==> config.mk <==
export PLATFORM = sky130hd
export DESIGN_NAME = instr_fetch_mem
export DESIGN_NICKNAME = d
export VERILOG_FILES = /design/src/rtl/pipeline_pkg.sv /design/src/rtl/instr_fetch_mem_sram.sv /design/src/rtl/instr_fetch_mem.sv
export SDC_FILE = /design/constraint.sdc
export NUM_CORES = 1
export LEC_CHECK = 0
export BUFFER_PORTS_ARGS = -buffer_cell sky130_fd_sc_hd__buf_2
export CORE_ASPECT_RATIO = 0.8
export CORE_UTILIZATION = 32
export CTS_BUF_LIST = sky130_fd_sc_hd__clkbuf_4
export DETAILED_ROUTE_END_ITERATION = 12
export GPL_TIMING_DRIVEN = 0
export PLACE_DENSITY = 0.53
export SETUP_SLACK_MARGIN = 0.5
export SYNTH_ARGS = -nofsm -noshare
export SYNTH_HDL_FRONTEND = slang
export SYNTH_SLANG_ARGS = --single-unit
export TNS_END_PERCENT = 10
==> constraint.sdc <==
create_clock -name clk -period 3.9 [get_ports clk]
set_input_delay 1.17 -clock clk [delete_from_list [all_inputs] [get_ports clk]]
set_output_delay 1.17 -clock clk [all_outputs]
set_load 0.005 [all_outputs]
==> src/rtl/pipeline_pkg.sv <==
// ---------------------------------------------------------------------------
// pipeline_pkg
//   Shared definitions for the instruction-fetch stage:
//   - NOP_WORD   : word delivered for faulted fetches (sll $0,$0,0)
//   - buf_state_e: occupancy of the output register + skid register pair
//   - fetch_entry_t: one fetched entry {instr, pc, fault}
//   The entry struct is sized by FE_DATA_W / FE_PC_W; instances of
//   instr_fetch_mem must use matching DATA_W / PC_W.
// ---------------------------------------------------------------------------
package pipeline_pkg;

    localparam int FE_DATA_W = 32;
    localparam int FE_PC_W   = 32;

    localparam logic [FE_DATA_W-1:0] NOP_WORD = 32'h0000_0000;

    typedef enum logic [1:0] {
        BUF_EMPTY = 2'd0,
        BUF_ONE   = 2'd1,
        BUF_TWO   = 2'd2
    } buf_state_e;

    typedef struct packed {
        logic [FE_DATA_W-1:0] instr;
        logic [FE_PC_W-1:0]   pc;
        logic                 fault;
    } fetch_entry_t;

endpackage

==> src/rtl/instr_fetch_mem_sram.sv <==
// ---------------------------------------------------------------------------
// imem_sram_1r1w
//   One-read one-write instruction array with a registered read port.
//   Write and read on the same edge to the same word return the OLD word
//   (read-first); the array itself has no reset.
//   Optional feature macro: IMEM_PARITY_EN
//     defined   : each word carries an extra even-parity bit written with the
//                 data; rpar_bad flags a mismatch on the registered read word.
//     undefined : array is DATA_W wide, rpar_bad is constant 0.
// Ports
//   clk, rst_n          clock, async active-low reset (read register only)
//   re, raddr           read enable / word address (data valid after the edge)
//   rdata, rpar_bad     registered read word and its parity check result
//   we, waddr, wdata    program-load write port
// ---------------------------------------------------------------------------
module imem_sram_1r1w #(
    parameter int DATA_W = 32,
    parameter int ADDR_W = 4
) (
    input  logic              clk,
    input  logic              rst_n,
    input  logic              re,
    input  logic [ADDR_W-1:0] raddr,
    output logic [DATA_W-1:0] rdata,
    output logic              rpar_bad,
    input  logic              we,
    input  logic [ADDR_W-1:0] waddr,
    input  logic [DATA_W-1:0] wdata
);

`ifdef IMEM_PARITY_EN
    localparam int MEM_W = DATA_W + 1;
`else
    localparam int MEM_W = DATA_W;
`endif

    logic [MEM_W-1:0] mem [0:(1<<ADDR_W)-1];
    logic [MEM_W-1:0] wword;
    logic [MEM_W-1:0] q;

`ifdef IMEM_PARITY_EN
    // Parity bit makes the XOR over the whole stored word zero.
    assign wword    = {^wdata, wdata};
    assign rpar_bad = ^q;
`else
    assign wword    = wdata;
    assign rpar_bad = 1'b0;
`endif

    assign rdata = q[DATA_W-1:0];

    always_ff @(posedge clk) begin
        if (we) begin
            mem[waddr] <= wword;
        end
    end

    // Non-blocking read samples the array before the same-edge write lands.
    always_ff @(posedge clk or negedge rst_n) begin
        if (!rst_n) begin
            q <= '0;
        end else if (re) begin
            q <= mem[raddr];
        end
    end

endmodule

==> src/rtl/instr_fetch_mem.sv <==
// ---------------------------------------------------------------------------
// instr_fetch_mem
//   Instruction memory at the IF/ID boundary. A byte PC request is accepted
//   when req_valid && req_ready; the fetched word appears on the output the
//   cycle after the accepting edge. A two-entry buffer (output slot + skid
//   slot) absorbs decode stalls so no accepted fetch is lost.
//   Optional feature macro: IMEM_PARITY_EN (parity column, sticky parity_err).
//
//   Handshakes: a transfer happens on a rising edge where valid && ready are
//   both high; a producer holds its payload stable while valid && !ready.
//   req_ready is a flop (state != BUF_TWO) and never depends on out_ready in
//   the same cycle.
//
// Ports
//   clk, rst_n                 clock, async active-low reset
//   req_valid, req_pc, req_ready   fetch request channel
//   flush                      drop everything held and any same-cycle accept
//   out_valid, out_ready       fetched-entry channel to decode
//   instr_out, out_pc, fault   entry payload; fault = misaligned/out of range
//                              (or parity mismatch when enabled)
//   prog_we, prog_addr, prog_data  program-load write port (word address)
//   parity_err                 sticky parity error flag (0 without the macro)
// ---------------------------------------------------------------------------
module instr_fetch_mem #(
    parameter int                DATA_W   = 32,
    parameter int                ADDR_W   = 4,
    parameter int                PC_W     = 32,
    parameter logic [DATA_W-1:0] NOP_WORD = pipeline_pkg::NOP_WORD
) (
    input  logic              clk,
    input  logic              rst_n,
    input  logic              req_valid,
    input  logic [PC_W-1:0]   req_pc,
    output logic              req_ready,
    input  logic              flush,
    output logic              out_valid,
    input  logic              out_ready,
    output logic [DATA_W-1:0] instr_out,
    output logic [PC_W-1:0]   out_pc,
    output logic              fault,
    input  logic              prog_we,
    input  logic [ADDR_W-1:0] prog_addr,
    input  logic [DATA_W-1:0] prog_data,
    output logic              parity_err
);

    import pipeline_pkg::*;

    buf_state_e   state;
    buf_state_e   state_nxt;
    logic         req_ready_q;
    logic         accept;
    logic         addr_fault;

    logic [DATA_W-1:0] rd_data;
    logic              rd_par_bad;

    // Metadata of the most recently accepted request; its data word is the
    // SRAM read register, which only changes on accept.
    logic [PC_W-1:0] last_pc;
    logic            last_fault;
    logic            last_par;
    fetch_entry_t    last_ent;

    // Older entry parked here when a second word arrives during a stall.
    fetch_entry_t    held_ent;
    fetch_entry_t    cur_ent;

    assign req_ready  = req_ready_q;
    assign accept     = req_valid && req_ready_q;
    assign addr_fault = (req_pc[1:0] != 2'b00) || (req_pc[PC_W-1:ADDR_W+2] != '0);

    imem_sram_1r1w #(
        .DATA_W (DATA_W),
        .ADDR_W (ADDR_W)
    ) u_sram (
        .clk      (clk),
        .rst_n    (rst_n),
        .re       (accept),
        .raddr    (req_pc[ADDR_W+1:2]),
        .rdata    (rd_data),
        .rpar_bad (rd_par_bad),
        .we       (prog_we),
        .waddr    (prog_addr),
        .wdata    (prog_data)
    );

    // A parity mismatch only matters for a word that was really fetched.
    assign last_par = rd_par_bad && !last_fault;

    always_comb begin
        last_ent       = '0;
        last_ent.pc    = last_pc;
        last_ent.fault = last_fault || last_par;
        last_ent.instr = (last_fault || last_par) ? NOP_WORD : rd_data;
    end

    always_ff @(posedge clk or negedge rst_n) begin
        if (!rst_n) begin
            last_pc    <= '0;
            last_fault <= 1'b0;
        end else if (accept) begin
            last_pc    <= req_pc;
            last_fault <= addr_fault;
        end
    end

    // ONE -> TWO: the read register is about to be overwritten by the new
    // word, so the word currently shown moves to the held slot.
    always_ff @(posedge clk or negedge rst_n) begin
        if (!rst_n) begin
            held_ent <= '0;
        end else if (state == BUF_ONE && accept && !out_ready && !flush) begin
            held_ent <= last_ent;
        end
    end

    // Buffer FSM: state register
    always_ff @(posedge clk or negedge rst_n) begin
        if (!rst_n) begin
            state       <= BUF_EMPTY;
            req_ready_q <= 1'b1;
        end else begin
            state       <= state_nxt;
            req_ready_q <= (state_nxt != BUF_TWO);
        end
    end

    // Buffer FSM: next state and outputs
    always_comb begin
        state_nxt = state;
        out_valid = 1'b0;
        cur_ent   = last_ent;
        case (state)
            BUF_EMPTY: begin
                if (accept) state_nxt = BUF_ONE;
            end
            BUF_ONE: begin
                out_valid = 1'b1;
                if (accept && !out_ready) state_nxt = BUF_TWO;
                else if (!accept && out_ready) state_nxt = BUF_EMPTY;
            end
            BUF_TWO: begin
                out_valid = 1'b1;
                cur_ent   = held_ent;
                if (out_ready) state_nxt = BUF_ONE;
            end
            default: state_nxt = BUF_EMPTY;
        endcase
        if (flush) state_nxt = BUF_EMPTY;
    end

    assign instr_out = cur_ent.instr;
    assign out_pc    = cur_ent.pc;
    assign fault     = cur_ent.fault;

`ifdef IMEM_PARITY_EN
    logic held_par;
    logic cur_par;
    logic parity_err_q;

    always_ff @(posedge clk or negedge rst_n) begin
        if (!rst_n) begin
            held_par <= 1'b0;
        end else if (state == BUF_ONE && accept && !out_ready && !flush) begin
            held_par <= last_par;
        end
    end

    assign cur_par = (state == BUF_TWO) ? held_par : last_par;

    always_ff @(posedge clk or negedge rst_n) begin
        if (!rst_n) begin
            parity_err_q <= 1'b0;
        end else if (out_valid && cur_par) begin
            parity_err_q <= 1'b1;
        end
    end

    assign parity_err = parity_err_q;
`else
    assign parity_err = 1'b0;
`endif

endmodule

Word level (Yosys, flattened, before mapping) --
Memory sizes are Yosys's and may differ from the RTL's. A register that Yosys moved wholly into a read port is not among the register bits. Index checks and enable logic that the tools add are counted.
Word-level totals: register bits 101, bits in writable memories 512, input bits 74, output and inout port bits 68, word-level logic and storage cells 37, memories 1
Memory list:
- u_sram.mem | depth 16, width 32, rd ports 1, clocked after memory_dff 1, write ports 1, line instr_fetch_mem_sram.sv:37 | logic [MEM_W-1:0] mem [0:(1<<ADDR_W)-1];
Operators by class: equal/unequal tests 3, mux-type cells 11, reduce and logical (&&, ||, !) cells 15
Operators by type and width (count):
- two-way mux 65 bit | 1
- two-way mux 32 bit | 1
- nonzero test 26 bit | 1
- two-way mux 2 bit | 5
- logical AND 1 bit | 6
- case mux 2 bit (3 select lines) | 1
- zero test 1 bit | 4
- two-way mux 1 bit | 3
- equality test 2 x 1 -> 1 bit, second input constant | 1
- equality test 2 bit, second input constant | 1
- zero test 2 bit | 1
- inequality test 2 bit, second input constant | 1
- nonzero test 2 bit | 1
- OR reduction 2 bit | 1
- logical OR 1 bit | 1

Depth between registers and ports, before layout --
Gate-level depths: netlist (run 1).
depth in word-level cells 8, mapped depth 9, mapped depth without buffers 6

Cells and area by module --
From an unflattened synthesis (run 1), not the netlist that was laid out.
Second synthesis, totals: cell total of the unflattened synthesis 1301, area total of the unflattened synthesis 25509.5 µm²
By module, submodules not included:
- imem_sram_1r1w | instances 1, cells each 878, area an instance 20799.9 µm², seq. area each 16175.5 µm²
- instr_fetch_mem | instances 1, cells each 423, area an instance 4709.5 µm², seq. area each 2528.7 µm²

Worst setup path before layout (run 1) --
No wires, ideal clock.
path type input to register, start point in prog_addr[2], end point mem u_sram.mem[0][0] (netlist bit), enable pin, setup time 0.461 ns, arrival time 3.888 ns, data required time 3.439 ns, path slack -0.450 ns, stages on the path 2, buffers on the path 0, cell sequence or3b_2 > nor3_1
RTL lines:
- start, declared | line instr_fetch_mem.sv:42 | input logic [ADDR_W-1:0] prog_addr,
- end, declared | line instr_fetch_mem_sram.sv:37
No word-level cell before the write port.

Final worst setup path (run 1) --
start point reg state[1], end point out instr_out[15]
Between the ends: longest elaborated chain between the ends 2
Ends and longest elaborated chain:
- start, declared | line instr_fetch_mem.sv:49 | buf_state_e state;
- start signal, assigned | line instr_fetch_mem.sv:124 | state <= state_nxt;
- equality test 2 bit | line instr_fetch_mem.sv:134 | case (state)
- two-way mux 65 bit | line instr_fetch_mem.sv:134
- end, declared | line instr_fetch_mem.sv:38 | output logic [DATA_W-1:0] instr_out,
No other way between the ends.

==> results, run 1 <==
- Traced cell by cell, the critical path runs through ha_4 > clkbuf_4 > clkbuf_4 > o21ai_2 > buf_2.
- The count of nets left with antenna violations once routing finished came out at 0.
- In the final layout, the share of cells above drive strength 1 is 29.79%.
- STA classifies the critical path endpoint as an output port.
- The post-synthesis sequential element count is 645.
- At the end of routability-driven placement, the weighted congestion stood at 0.7732.
- After layout, the worst path uses 91.92% of the clock period.
- The end of the critical path is instr_out[15].
- The longest individual stage delay on the worst path is 420 ps.
- The latest clock arrival within the worst-skew pair is 990 ps.
- In the routed design, unresolved DRC markers number 0.
- In this run the horizontal extent of the chip is 319.2 µm.
- The final hold violation count came to 0.
- The sort of element at the start of the critical path is a flip-flop.
- The run finished with clean final reports.
- The largest delay contributor family on the critical path is buffers and inverters.
- Hold timing on the final database bottoms out at a slack of 159.9 ps.
- The overall global routing resource usage is 17.21%.
- TritonCTS built the clock tree.
- The pre-antenna-repair detailed-routing pass consisted of 5 iterations.
- The largest area contributor in the netlist is sky130_fd_sc_hd__edfxtp_1.
- The time the worst path needs with I/O delays and setup is 3585 ps.
- The post-synthesis cell type count is 36.
- Setup repair after global routing could not meet its margin everywhere.
- The area growth from synthesis to final layout is 20.67%.
- The global-route wire length before repair is 103.3 mm.
- The clock drives 645 sinks.
- The Yosys step of the flow raised 0 warnings.
- In this run the number of cells on the critical path is 5.
- The H-tree was split into 4 levels.
- Derived from the worst setup path, the maximum achievable clock frequency is 0.2789 GHz.
- In this run the critical register-to-register path is launched from req_ready.
- Across all register-to-register paths, the minimum setup slack is 1420 ps.
- The number of buffers and inverters on the critical path is 3.
- The critical path data required time is 2730 ps.
- The cell area that synthesis handed to floorplanning was 0.02575 mm².
- In the final timing run, aggregate negative setup slack is 0 ps.
- The final design instance area without fill is 0.03108 mm².
- Dividing total power by cell area gives a power density of 492.6 mW/mm².
- The clock passes through at most 3 buffers.
- The master cell of the clock root buffer is sky130_fd_sc_hd__clkbuf_4.
- By area the synthesized netlist is led by sky130_fd_sc_hd__edfxtp_1, sky130_fd_sc_hd__dfrtp_1, sky130_fd_sc_hd__mux2i_1.
- For this run the aggregate overflow at the end of global routing stands at 0.
- The detailed-route via count is 15,464.
- The post-detailed-placement half-perimeter wirelength is 46.76 mm.
- The dominant register cell in the synthesized netlist is sky130_fd_sc_hd__edfxtp_1.
- The top cell types in the final layout, fill and taps aside, are sky130_fd_sc_hd__edfxtp_1, sky130_fd_sc_hd__clkbuf_4, sky130_fd_sc_hd__nand2_1, sky130_fd_sc_hd__mux2i_1, sky130_fd_sc_hd__buf_2.
- Entering global routing, the biggest net connects 86 pins.
- Pin placement for this block handled 142 I/O pins.
- Buffers placed on the I/O ports in this run total 138.
- The number of cells on the worst reg-to-reg path is 5.
- The floorplan step defined a core boundary enclosing 0.07920 mm².
- The cell area after placement is 0.02831 mm².
- The die boundary height is 255.7 µm.
- In this run, placement finished with an instance count of 2,847.
- The biggest fanout along the worst timing path is 10.
- The type of the worst setup path is flip-flop to output port.
- The share of the synthesized area in the top cell type is 59.70%.
- The sequential element share of the synthesized area is 72.63%.
- Headroom to the max-slew limit came out at 36.18%.
- The library cell used most frequently in the layout, excluding fill and tap cells, is sky130_fd_sc_hd__edfxtp_1.
- The starting density of the core is 32.52%.
- Clock-pin slew was measured on the worst setup and hold paths at 70 ps.
- Among the stages of the critical path, the cell type that occurs most often is sky130_fd_sc_hd__clkbuf_4.
- Dividing the detail-routed wire length by the instance count gives 22.03 µm.
- The number of buffers created by CTS is 165.
- For the worst setup path, the data arrival time is 2410 ps.
- VDD sags by at most 0.0001570 V.
- The total of endpoints with negative setup slack in the final report is 0.
- The standby leakage power is 11.87 nW.
- Synthesis produced 1,649 cells.
- Across the run, the number of max-cap violations was 0.
- The sum of routed wire length over all layers is 69.81 mm.
- The start point of the critical path is state[1].
- The initialized floorplan defines 92 standard-cell rows.
- For this run, the post-layout net count is 2,070.
- The average vias per placed instance is 4.880.
- The number of pins with negative max-slew slack in the final report is 0.
- The number of antenna violations at the first check in global routing is 5.
- At the pin with the least slew margin, the transition time is 957.4 ps.
- The fraction of registers with async set/reset is 20.62%.
- The clock skew is 67.47 ps.
- The number of enable flip-flop cells after synthesis is 512.
- The floorplan step defined a die boundary enclosing 0.08163 mm².
- The path class of the tightest hold or removal check is primary input to async pin.
- The overall power consumption is 15.31 mW.
- Among all stages on the critical path, the largest delay is contributed by sky130_fd_sc_hd__dfrtp_1.
- Once layout is complete, the cells apart from fillers number 3,169.
- The number of global-route vias before repair is 16,063.
- The mean instance size in the synthesized netlist is 15.62 µm².
- The synthesized net count is 1,727.
- The iteration-0 DRC count of the detailed router is 1,150.
- The endpoint of the lowest-slack register-to-register path is u_sram.rdata[17].
## Yosys cell counts, types with 3 or more instances
| library cell | instances |
|---|---|
| sky130_fd_sc_hd__nand2b_1 | 34 |
| sky130_fd_sc_hd__nand3b_1 | 3 |
| sky130_fd_sc_hd__mux2_2 | 33 |
| sky130_fd_sc_hd__buf_1 | 5 |
| sky130_fd_sc_hd__nor4_1 | 7 |
| sky130_fd_sc_hd__ha_1 | 4 |
| sky130_fd_sc_hd__mux4_2 | 24 |
| sky130_fd_sc_hd__mux2_4 | 33 |
| sky130_fd_sc_hd__nor2b_1 | 4 |
| sky130_fd_sc_hd__nor2_1 | 27 |
| sky130_fd_sc_hd__inv_1 | 3 |
| sky130_fd_sc_hd__mux2i_1 | 208 |
| sky130_fd_sc_hd__buf_2 | 10 |
| sky130_fd_sc_hd__o21ai_0 | 36 |
| sky130_fd_sc_hd__nand2_1 | 248 |
| sky130_fd_sc_hd__buf_6 | 9 |
| sky130_fd_sc_hd__nand3_1 | 44 |
| sky130_fd_sc_hd__dfrtp_1 | 132 |
| sky130_fd_sc_hd__edfxtp_1 | 512 |
| sky130_fd_sc_hd__clkbuf_1 | 53 |
| sky130_fd_sc_hd__nor3_1 | 5 |
| sky130_fd_sc_hd__a21oi_1 | 41 |
| sky130_fd_sc_hd__nand4_1 | 33 |
| sky130_fd_sc_hd__a31oi_1 | 13 |
| sky130_fd_sc_hd__a22oi_1 | 64 |
| sky130_fd_sc_hd__o21ai_1 | 30 |
| sky130_fd_sc_hd__and2_1 | 3 |
| sky130_fd_sc_hd__buf_4 | 23 |
## timing repair
action                                 4_1_cts  5_1_grt
cloned                                       8        1
buffers inserted                             3        0
setup endpoints to repair                   65       65
pin swaps                                    1        0
endpoints found under the hold margin        0        0
hold buffers                                 0        0
resized for setup                          101       24
## final cells by class
type / count / area [µm²]
diodes: 7 / 17.52
plain buffers: 100 / 724.4
clock buffers: 239 / 1794
clock inverters: 64 / 391.6
fillers: 7479 / 48120
inverters: 3 / 11.26
multi-input cells: 901 / 6835
flip-flops and latches: 645 / 18700
well taps: 1034 / 1294
repair buffers: 176 / 1304
## worst reg2reg max path: stages (launching register included)
cell and delay (ps):
sky130_fd_sc_hd__dfstp_2 590, sky130_fd_sc_hd__and2_1 140, sky130_fd_sc_hd__clkbuf_1 300, sky130_fd_sc_hd__buf_2 400, sky130_fd_sc_hd__buf_1 690, sky130_fd_sc_hd__a31oi_1 200
## per-stage QoR
stage               utilization [%]  setup WS [ps]
finish                        39.24          315.0
global placement              35.03          -3176
CTS                           39.14          199.3
detailed placement            35.74          103.0
global route                  39.23          208.8
floorplan                         -         -148.6
## kinds of logic (layout without fill, tap and decap cells)
family	after synthesis	count (layout)	share of synthesized area, %
compound gates	188	188	4.392
fa+ha+maj	4	4	0.1943
buf+inv	103	582	2.147
flops	645	645	72.63
mux	298	298	13.55
other cells	1	8	0.01456
simple gates	410	410	7.074
## worst min path at each step
stage          slack, ps          from         endpoint
6_report             160         rst_n     held_ent[26]
5_1_grt              110         rst_n      last_pc[19]
4_1_cts               60         rst_n  u_sram.rdata[0]
3_5_place_dp         470  held_ent[46]     held_ent[46]
3_3_place_gp         460  held_ent[45]     held_ent[45]
2_1_floorplan        450  held_ent[45]     held_ent[45]
## state kept, by name, summed over array words and instances, names as in the netlist
| name | cells |
|---|---|
| u_sram.mem | 512 |
| held_ent | 65 |
| last_pc | 32 |
| u_sram.rdata | 32 |
| state | 2 |
| last_fault | 1 |
| req_ready | 1 |
## routing by layer
metal  vias up  GRT usage, %  wire length [µm]
li1       7052             -                 -
met1      7788         23.35             31260
met2       508         26.58             32210
met3       112         4.771              5045
met4         4         5.716              1275
met5         -             0                19
## where the power goes
group / leakage (nW) / switching (mW) / internal (mW) / total, mW
clock network: 1.28 / 2.82 / 3.11 / 5.93
logic: 4.31 / 0.743 / 0.592 / 1.34
registers: 6.29 / 0.235 / 7.81 / 8.05
total: 11.9 / 3.80 / 11.5 / 15.3
Power figures use the tool's default switching activity.
==> inputs of run 2 (changes only) <==
Settings changed: SYNTH_HIERARCHICAL from default to 1.
==> results, run 2 <==
- The cell area after placement came to 0.02818 mm² (-0.44%).
- The highest clock rate is 0.2759 GHz (-1.1%).
- The number of global-route vias before repair is 14,500 (-9.7%).
- The clock slew at the register clock pins of the worst setup and hold paths is 70 ps (about the same).
- The instance count of the mapped netlist is 1,301 (-21%).
- The share of post-route cells with drive strength above 1 is 42.61% (+13 points).
- In the final layout, the registers with the most flip-flops are u_sram/mem x512, held_ent x65.
- The number of clock sinks is 645 (unchanged).
- Setup repair after global routing could not meet its margin everywhere.
- The final routed wire length divided by cell count is 23.94 µm (+8.7%).
- The TritonCTS clock tree is done.
- The endpoint arrival time on the critical path is 2450 ps (+40 ps).
- Counting instances in the post-synthesis netlist gives the leading cell types as sky130_fd_sc_hd__edfxtp_1, sky130_fd_sc_hd__dfrtp_1, sky130_fd_sc_hd__mux4_2, sky130_fd_sc_hd__nand2_1, sky130_fd_sc_hd__mux2_2.
- The worst setup path is of the flip-flop to output port kind.
- The worst setup path is launched from a flip-flop.
- The H-tree depth is 4 (unchanged).
- The power per unit of standard cell area is 476.3 mW/mm² (-3.3%).
- The actual transition at the worst max-transition pin is 1021 ps (+63.85 ps).
- The kind of end point of the critical path is an output port.
- The most numerous cell type found on the critical path is sky130_fd_sc_hd__buf_12.
- The leftover overflow at the end of global routing came to 0 (unchanged).
- The post-synthesis instance area came to 0.02551 mm² (-0.95%).
- The worst-case vdd ir drop is 0.0002417 V (+54%).
- The longest individual stage delay on the worst path is 400 ps (-20 ps).
- The average vias per placed instance is 4.985 (+2.2%).
- The number of pins with negative max-slew slack in the final report is 0 (unchanged).
- The most used flip-flop cell after synthesis is sky130_fd_sc_hd__edfxtp_1.
- The filler cell count in the final layout is 7,261 (-2.9%).
- The I/O pin count was 142 (unchanged).
- The dominant cell by count in the synthesized netlist is sky130_fd_sc_hd__edfxtp_1.
- The number of antenna violations at the first check in global routing is 9 (+4).
- The time the worst path needs with I/O delays and setup was 3624 ps (+39.16 ps).
- The remaining design rule violation count is 0 (unchanged).
- The multi-input logic area is 0.006417 mm² (-6.1%).
- The tightest slew margin relative to the limit is 31.92% (-4.3 points).
- The detailed-route via count is 13,999 (-9.5%).
- The commonest non-fill, non-tap cell in the layout is sky130_fd_sc_hd__edfxtp_1.
- The first-pass iteration count of the detailed router is 5 (unchanged).
- In this run the critical register-to-register path is launched from req_ready.
- The final antenna-violating net count is 0 (unchanged).
- The starting density of the core is 32.35% (-0.17 points).
- The number of enable flip-flop cells after synthesis is 512 (unchanged).
- The post-synthesis sequential element count is 645 (unchanged).
- The final design instance area without fill is 0.03072 mm² (-1.1%).
- In this run the critical register-to-register path is captured at u_sram/rdata[7].
- The global-route wire length before repair came to 97.48 mm (-5.6%).
- The area of the die came to 0.08086 mm² (-0.94%).
- The synthesis warning total is 6 (+6).
- The total area of sequential cells came to 0.01870 mm² (unchanged).
- The slowest library cell on the worst path is sky130_fd_sc_hd__dfrtp_1.
- The mean instance size in the synthesized netlist is 19.61 µm² (+26%).
- The die boundary height is 254.5 µm (-0.47%).
- The net count reported at finish was 1,730 (-16%).
- The total of endpoints with negative setup slack in the final report came to 0 (unchanged).
- The master cell of the clock root buffer is sky130_fd_sc_hd__clkbuf_4.
- The register with the most flip-flops in the final layout is u_sram/mem.
- The overall global routing resource usage is 16.75% (-0.46 points).
- The iteration-0 DRC count of the detailed router came to 1,128 (-1.9%).
- The pin count of the biggest net entering global routing was 81 (-5.8%).
- The maximum buffer depth of the clock tree is 3 (unchanged).
- The post-detailed-placement half-perimeter wirelength is 42.86 mm (-8.3%).
- The number of maximum-capacitance constraint violations is 0 (unchanged).
- The clock skew is 68.00 ps (+0.5317 ps).
- The area of the core was 0.07885 mm² (-0.44%).
- The share of the synthesized area in the top cell type is 60.27% (+0.57 points).
- The worst hold path belongs to the class primary input to async pin.
- The latest clock arrival within the worst-skew pair came to 980 ps (about the same).
- The post-synthesis cell type count is 46 (+28%).
- The number of buffers added on ports came to 140 (+1.4%).
- The x dimension of the die is 317.7 µm (-0.47%).
- The final RePlAce weighted congestion is 0.7481 (-3.2%).
- The number of buffers created by CTS is 163 (-1.2%).
- The sequential element share of the synthesized area is 73.32% (+0.69 points).
- The number of flip-flops under the largest register name is 512 (unchanged).
- The area growth from synthesis to final layout is 20.43%.
- The register-to-register setup slack came to 850 ps (-570 ps).
- The core utilization of the finished layout is 38.96% (-0.28 points).
- The row count was 92 (unchanged).
- By area the synthesized netlist is led by sky130_fd_sc_hd__edfxtp_1, sky130_fd_sc_hd__dfrtp_1, sky130_fd_sc_hd__mux4_2.
- The sum of routed wire length over all layers is 67.22 mm (-3.7%).
- The worst reg-to-reg path cell count is 7 (+2).
- The standby leakage power came to 10.85 nW (-8.7%).
- The flow ran to the end, and the final reports show no timing, DRC or antenna violations.
- The critical path data required time is 2730 ps (about the same).
- The fraction of registers with async set/reset is 20.62% (unchanged).
- The synthesized net count was 1,379 (-20%).
- The library cells used most frequently in the layout, excluding fill and tap cells, are sky130_fd_sc_hd__edfxtp_1, sky130_fd_sc_hd__clkbuf_4, sky130_fd_sc_hd__buf_2, sky130_fd_sc_hd__dfrtp_1, sky130_fd_sc_hd__mux4_2.
- The share of the clock period used by the worst path is 92.93% (+1.0 points).
- Summed over all instances, the cell type with the most area after synthesis is sky130_fd_sc_hd__edfxtp_1.
- Walking the worst path, the cells encountered are inv_2 > ha_4 > buf_12 > buf_12 > buf_12 > buf_8 > nand2_1 > o21ai_1 > buf_2.
- The biggest fanout along the worst timing path is 7 (-3).
- The final hold violation count was 0 (unchanged).
- The overall power consumption was 14.63 mW (-4.4%).
run 2: changes by cell type after synthesis, sizes merged, moves of 32 or more:
cell and delta:
mux2i -175, mux4 +104, a221oi +32, a22oi -64, nand2 -149, a21oi -40, nand3 -43
run 2: critical path: cells and delay by family, from the launching register on:
family | cells | cell delay, ps
buffers and inverters | 6 | 790
DFF | 1 | 400
adders and majority gates | 1 | 160
AOI/OAI and AO/OA | 1 | 70
and+or+nand+nor | 1 | 50
run 2: through the flow:
stage | hold slack (ps) | cells | TNS, ps | setup WS [ps]
finish | 318.4 | 2808 | 0 | 275.9
global route | 290.0 | 2808 | 0 | 126.8
CTS | 191.2 | 2796 | 0 | 119.9
detailed placement | 470.6 | 2505 | -203.4 | -79.44
global placement | 462.1 | 2475 | -932110 | -3372
floorplan | 450.2 | 1301 | -11790 | -148.6
run 2: power by group:
group | total [mW] | switching [mW] | internal [mW]
combinational | 1.11 | 0.598 | 0.513
sequential | 7.91 | 0.141 | 7.77
clock | 5.61 | 2.75 | 2.86
run 2: metal layers:
metal	up-vias	GRT usage (%)	wire length [µm]
met4	8	6.047	1241
li1	6064	-	-
met2	458	27.17	32280
met1	7371	22.00	29570
met5	-	0	53
met3	98	4.050	4072
run 2: worst max path at each step:
stage	from	to	slack (ps)	cells past startpoint
finish	state[0]	instr_out[19]	280	9
global route	state[0]	instr_out[16]	130	9
CTS	state[0]	instr_out[11]	120	8
detailed placement	state[0]	instr_out[11]	-80	8
global placement	prog_addr[2]	u_sram/mem[8][22]	-3370	3
floorplan	prog_addr[2]	u_sram/mem[8][0]	-150	2
run 2: area by class of cell:
cell class	instances	area share, %
well taps	1034	4.211
flip-flops and latches	645	60.88
clock inverters	49	0.8430
inverters	4	0.04887
diodes	2	0.01629
multi-input cells	571	20.89
clock buffers	236	5.767
plain buffers	81	2.517
repair buffers	186	4.826
run 2: what timing repair did:
action	in CTS	in global routing
setup endpoints to repair	65	65
gates resized for setup	69	31
hold buffers	0	0
pin swaps	0	2
cloned	2	4
buffers inserted	4	6
run 2: cell families after synthesis:
logic type      count (synthesis)  synth area share, %
compound gates                137                4.218
xor+xnor                        1              0.03434
fa+ha+maj                       4               0.1962
buf+inv                        85                2.428
flops                         645                73.32
mux                           257                16.95
other cells                     2              0.02944
simple gates                  170                2.820
==> inputs of run 3 (changes only) <==
Settings changed: CORE_ASPECT_RATIO 0.8 to 0.7, PLACE_DENSITY 0.53 to 0.55.
Clock period 3.9 ns to 2.9 ns, I/O delays scaled along.
==> results, run 3 (synthesized netlist as in run 2, its figures left out) <==
- The filler cell count in the final layout came to 7,266 (+0.069%).
- The endpoint arrival time on the critical path is 2430 ps (-20 ps).
- The cell repeated most along the worst path is sky130_fd_sc_hd__buf_12.
- The number of buffers added on ports is 140 (unchanged).
- The net count reported at finish is 1,716 (-0.81%).
- The checks that failed: setup timing.
- The final routed wire length divided by cell count is 23.43 µm (-2.1%).
- The worst-case vdd ir drop is 0.0003387 V (+40%).
- The latest clock arrival within the worst-skew pair came to 890 ps (-90 ps).
- The area of the core is 0.07877 mm² (-0.11%).
- The largest individual stage delay along the critical path comes from the cell sky130_fd_sc_hd__dfrtp_1.
- The accumulated negative setup slack is -21,260 ps (-21,260 ps).
- The average vias per placed instance is 4.952 (-0.68%).
- Counting flops per register, the top entry is u_sram/mem.
- The total of endpoints with negative setup slack in the final report is 65 (+65).
- The sort of element at the start of the critical path is a flip-flop.
- The flow ran to the end, but the final reports show violations.
- The starting density of the core is 32.39% (+0.035 points).
- The number of flip-flops under the largest register name came to 512 (unchanged).
- The die boundary height came to 238.2 µm (-6.4%).
- The detailed-route via count is 13,993 (-0.043%).
- The core utilization of the finished layout was 39.35% (+0.38 points).
- The type of the worst setup path is flip-flop to output port.
- Leaving out fill and tap cells, the most frequent cell in the layout is sky130_fd_sc_hd__edfxtp_1.
- The overall global routing resource usage was 16.39% (-0.36 points).
- The leftover overflow at the end of global routing is 0 (unchanged).
- STA classifies the critical path endpoint as an output port.
- The actual transition at the worst max-transition pin is 987.9 ps (-33.28 ps).
- The longest individual stage delay on the worst path is 390 ps (about the same).
- Subtracting the final worst setup slack from the clock period gives 3302 ps.
- The number of antenna violations at the first check in global routing is 5 (-4).
- The share of the clock period used by the worst path is 113.9%.
- The largest registers in the layout are u_sram/mem x512, held_ent x65.
- The number of clock sinks is 645 (unchanged).
- The row count is 86 (-6.5%).
- The standby leakage power is 10.99 nW (+1.3%).
- The clock skew was 49.64 ps (-18.36 ps).
- The tree is rooted in a sky130_fd_sc_hd__clkbuf_4.
- Based on the critical path, the design can be clocked at up to 0.3028 GHz.
- The number of global-route vias before repair was 14,345 (-1.1%).
- The power per unit of standard cell area is 653.0 mW/mm² (+37%).
- In the layout the commonest cells are sky130_fd_sc_hd__edfxtp_1, sky130_fd_sc_hd__clkbuf_4, sky130_fd_sc_hd__buf_2, sky130_fd_sc_hd__dfrtp_1, sky130_fd_sc_hd__mux4_2.
- The number of maximum-capacitance constraint violations is 0 (unchanged).
- The I/O pin count was 142 (unchanged).
- The clock slew at the register clock pins of the worst setup and hold paths came to 70 ps (about the same).
- The sum of routed wire length over all layers is 66.22 mm (-1.5%).
- The H-tree depth is 4 (unchanged).
- The post-route worst setup slack came to -402.5 ps (-678.4 ps).
- The final RePlAce weighted congestion is 0.7259 (-3.0%).
- The remaining design rule violation count was 0 (unchanged).
- The path category of the worst min-delay check is primary input to flip-flop.
- The final antenna-violating net count was 0 (unchanged).
- The number of pins with negative max-slew slack in the final report is 0 (unchanged).
- The first-pass iteration count of the detailed router came to 5 (unchanged).
- The critical path data required time is 2030 ps (-700 ps).
- The area of the die is 0.08087 mm² (about the same).
- TritonCTS built the clock tree.
- The pin count of the biggest net entering global routing came to 82 (+1.2%).
- The biggest fanout along the worst timing path is 7 (unchanged).
- The final hold violation count was 0 (unchanged).
- The maximum buffer depth of the clock tree was 3 (unchanged).
- The number of buffers created by CTS is 160 (-1.8%).
- Setup repair after global routing could not meet its margin everywhere.
- The share of post-route cells with drive strength above 1 was 45.16% (+2.5 points).
- The global-route wire length before repair is 95.57 mm (-2.0%).
- The tightest slew margin relative to the limit is 33.92% (+2.0 points).
- From synthesis to final layout, the design area changed by 21.49%.
- The post-detailed-placement half-perimeter wirelength was 42.36 mm (-1.2%).
- The x dimension of the die is 339.5 µm (+6.9%).
- The iteration-0 DRC count of the detailed router is 1,142 (+1.2%).
- Traced cell by cell, the critical path runs through inv_2 > ha_4 > buf_12 > buf_12 > clkbuf_16 > nand2_4 > o21ai_4 > buf_2.
[run 3: changes by cell type in the layout (fill, tap and decap cells not counted), moves of 5 or more]
| cell | delta |
|---|---|
| sky130_fd_sc_hd__o21ai_2 | +5 |
| sky130_fd_sc_hd__clkbuf_1 | -6 |
| sky130_fd_sc_hd__clkinv_1 | -25 |
| sky130_fd_sc_hd__nand2_1 | -5 |
| sky130_fd_sc_hd__buf_2 | -12 |
| sky130_fd_sc_hd__mux2_2 | -8 |
| sky130_fd_sc_hd__clkbuf_4 | +35 |
| sky130_fd_sc_hd__mux2_4 | +8 |
[run 3: critical path: cells and delay by family (launching register included)]
kind	cells	cell delay (ps)
buffers and inverters	5	770
DFF	1	390
and+or+nand+nor	1	60
adders and majority gates	1	210
AOI/OAI and AO/OA	1	90
[run 3: cell type report]
| cell class | instances | area [µm²] | area share (%) |
|---|---|---|---|
| Timing Repair Buffer | 175 | 1413 | 4.558 |
| Multi-Input combinational cell | 571 | 6545 | 21.12 |
| Sequential cell | 645 | 18710 | 60.36 |
| Clock inverter | 26 | 210.2 | 0.6783 |
| Tap cell | 1056 | 1321 | 4.263 |
| Clock buffer | 263 | 1974 | 6.371 |
| Antenna cell | 5 | 12.51 | 0.04037 |
| Buffer | 81 | 793.3 | 2.560 |
| Inverter | 4 | 15.01 | 0.04845 |
[run 3: worst paths after layout]
check                              from               end  slack, ps  depth (start not counted)
min in group asynchronous         rst_n       last_pc[21]        520                          2
hold / removal                    flush          state[1]        180                          2
max in group asynchronous         rst_n  u_sram/rdata[23]       1410                          3
setup / recovery               state[0]     instr_out[12]       -400                          8
setup reg to reg              req_ready  u_sram/rdata[13]        610                          8
hold reg to reg            held_ent[59]      held_ent[59]        480                          2
[run 3: through the flow]
stage	worst slack (ps)	cell area [µm²]	cells	power [mW]	hold WS [ps]
global placement	-2112	27570	2497	12.19	461.3
detailed placement	-759.1	28140	2519	12.29	470.3
CTS	-525.4	30910	2820	20.52	58.97
global route	-541.2	30990	2824	21.16	69.42
floorplan	2.925	25550	1301	11.65	450.2
finish	-402.5	30990	2826	20.24	179.3
[run 3: timing repair]
| action | CTS | global route |
|---|---|---|
| hold endpoints to repair | 52 | 0 |
| pin swaps | 2 | 2 |
| endpoints found under the setup margin | 99 | 77 |
| buffers inserted | 7 | 1 |
| hold buffers | 1 | 0 |
| cloned | 4 | 0 |
| gates resized for setup | 149 | 15 |
[run 3: per-layer routing]
metal	global-route usage [%]	routed length [µm]
met1	23.27	30360
met2	24.47	29950
met3	4.645	4747
met4	4.709	1153
met5	0	13
[run 3: power by group]
group          internal [mW]  total (mW)  leakage (nW)  switching [mW]
clock                   4.35        8.07          1.30            3.72
sequential              10.4        10.6          6.25           0.198
combinational          0.720        1.52          3.45           0.802
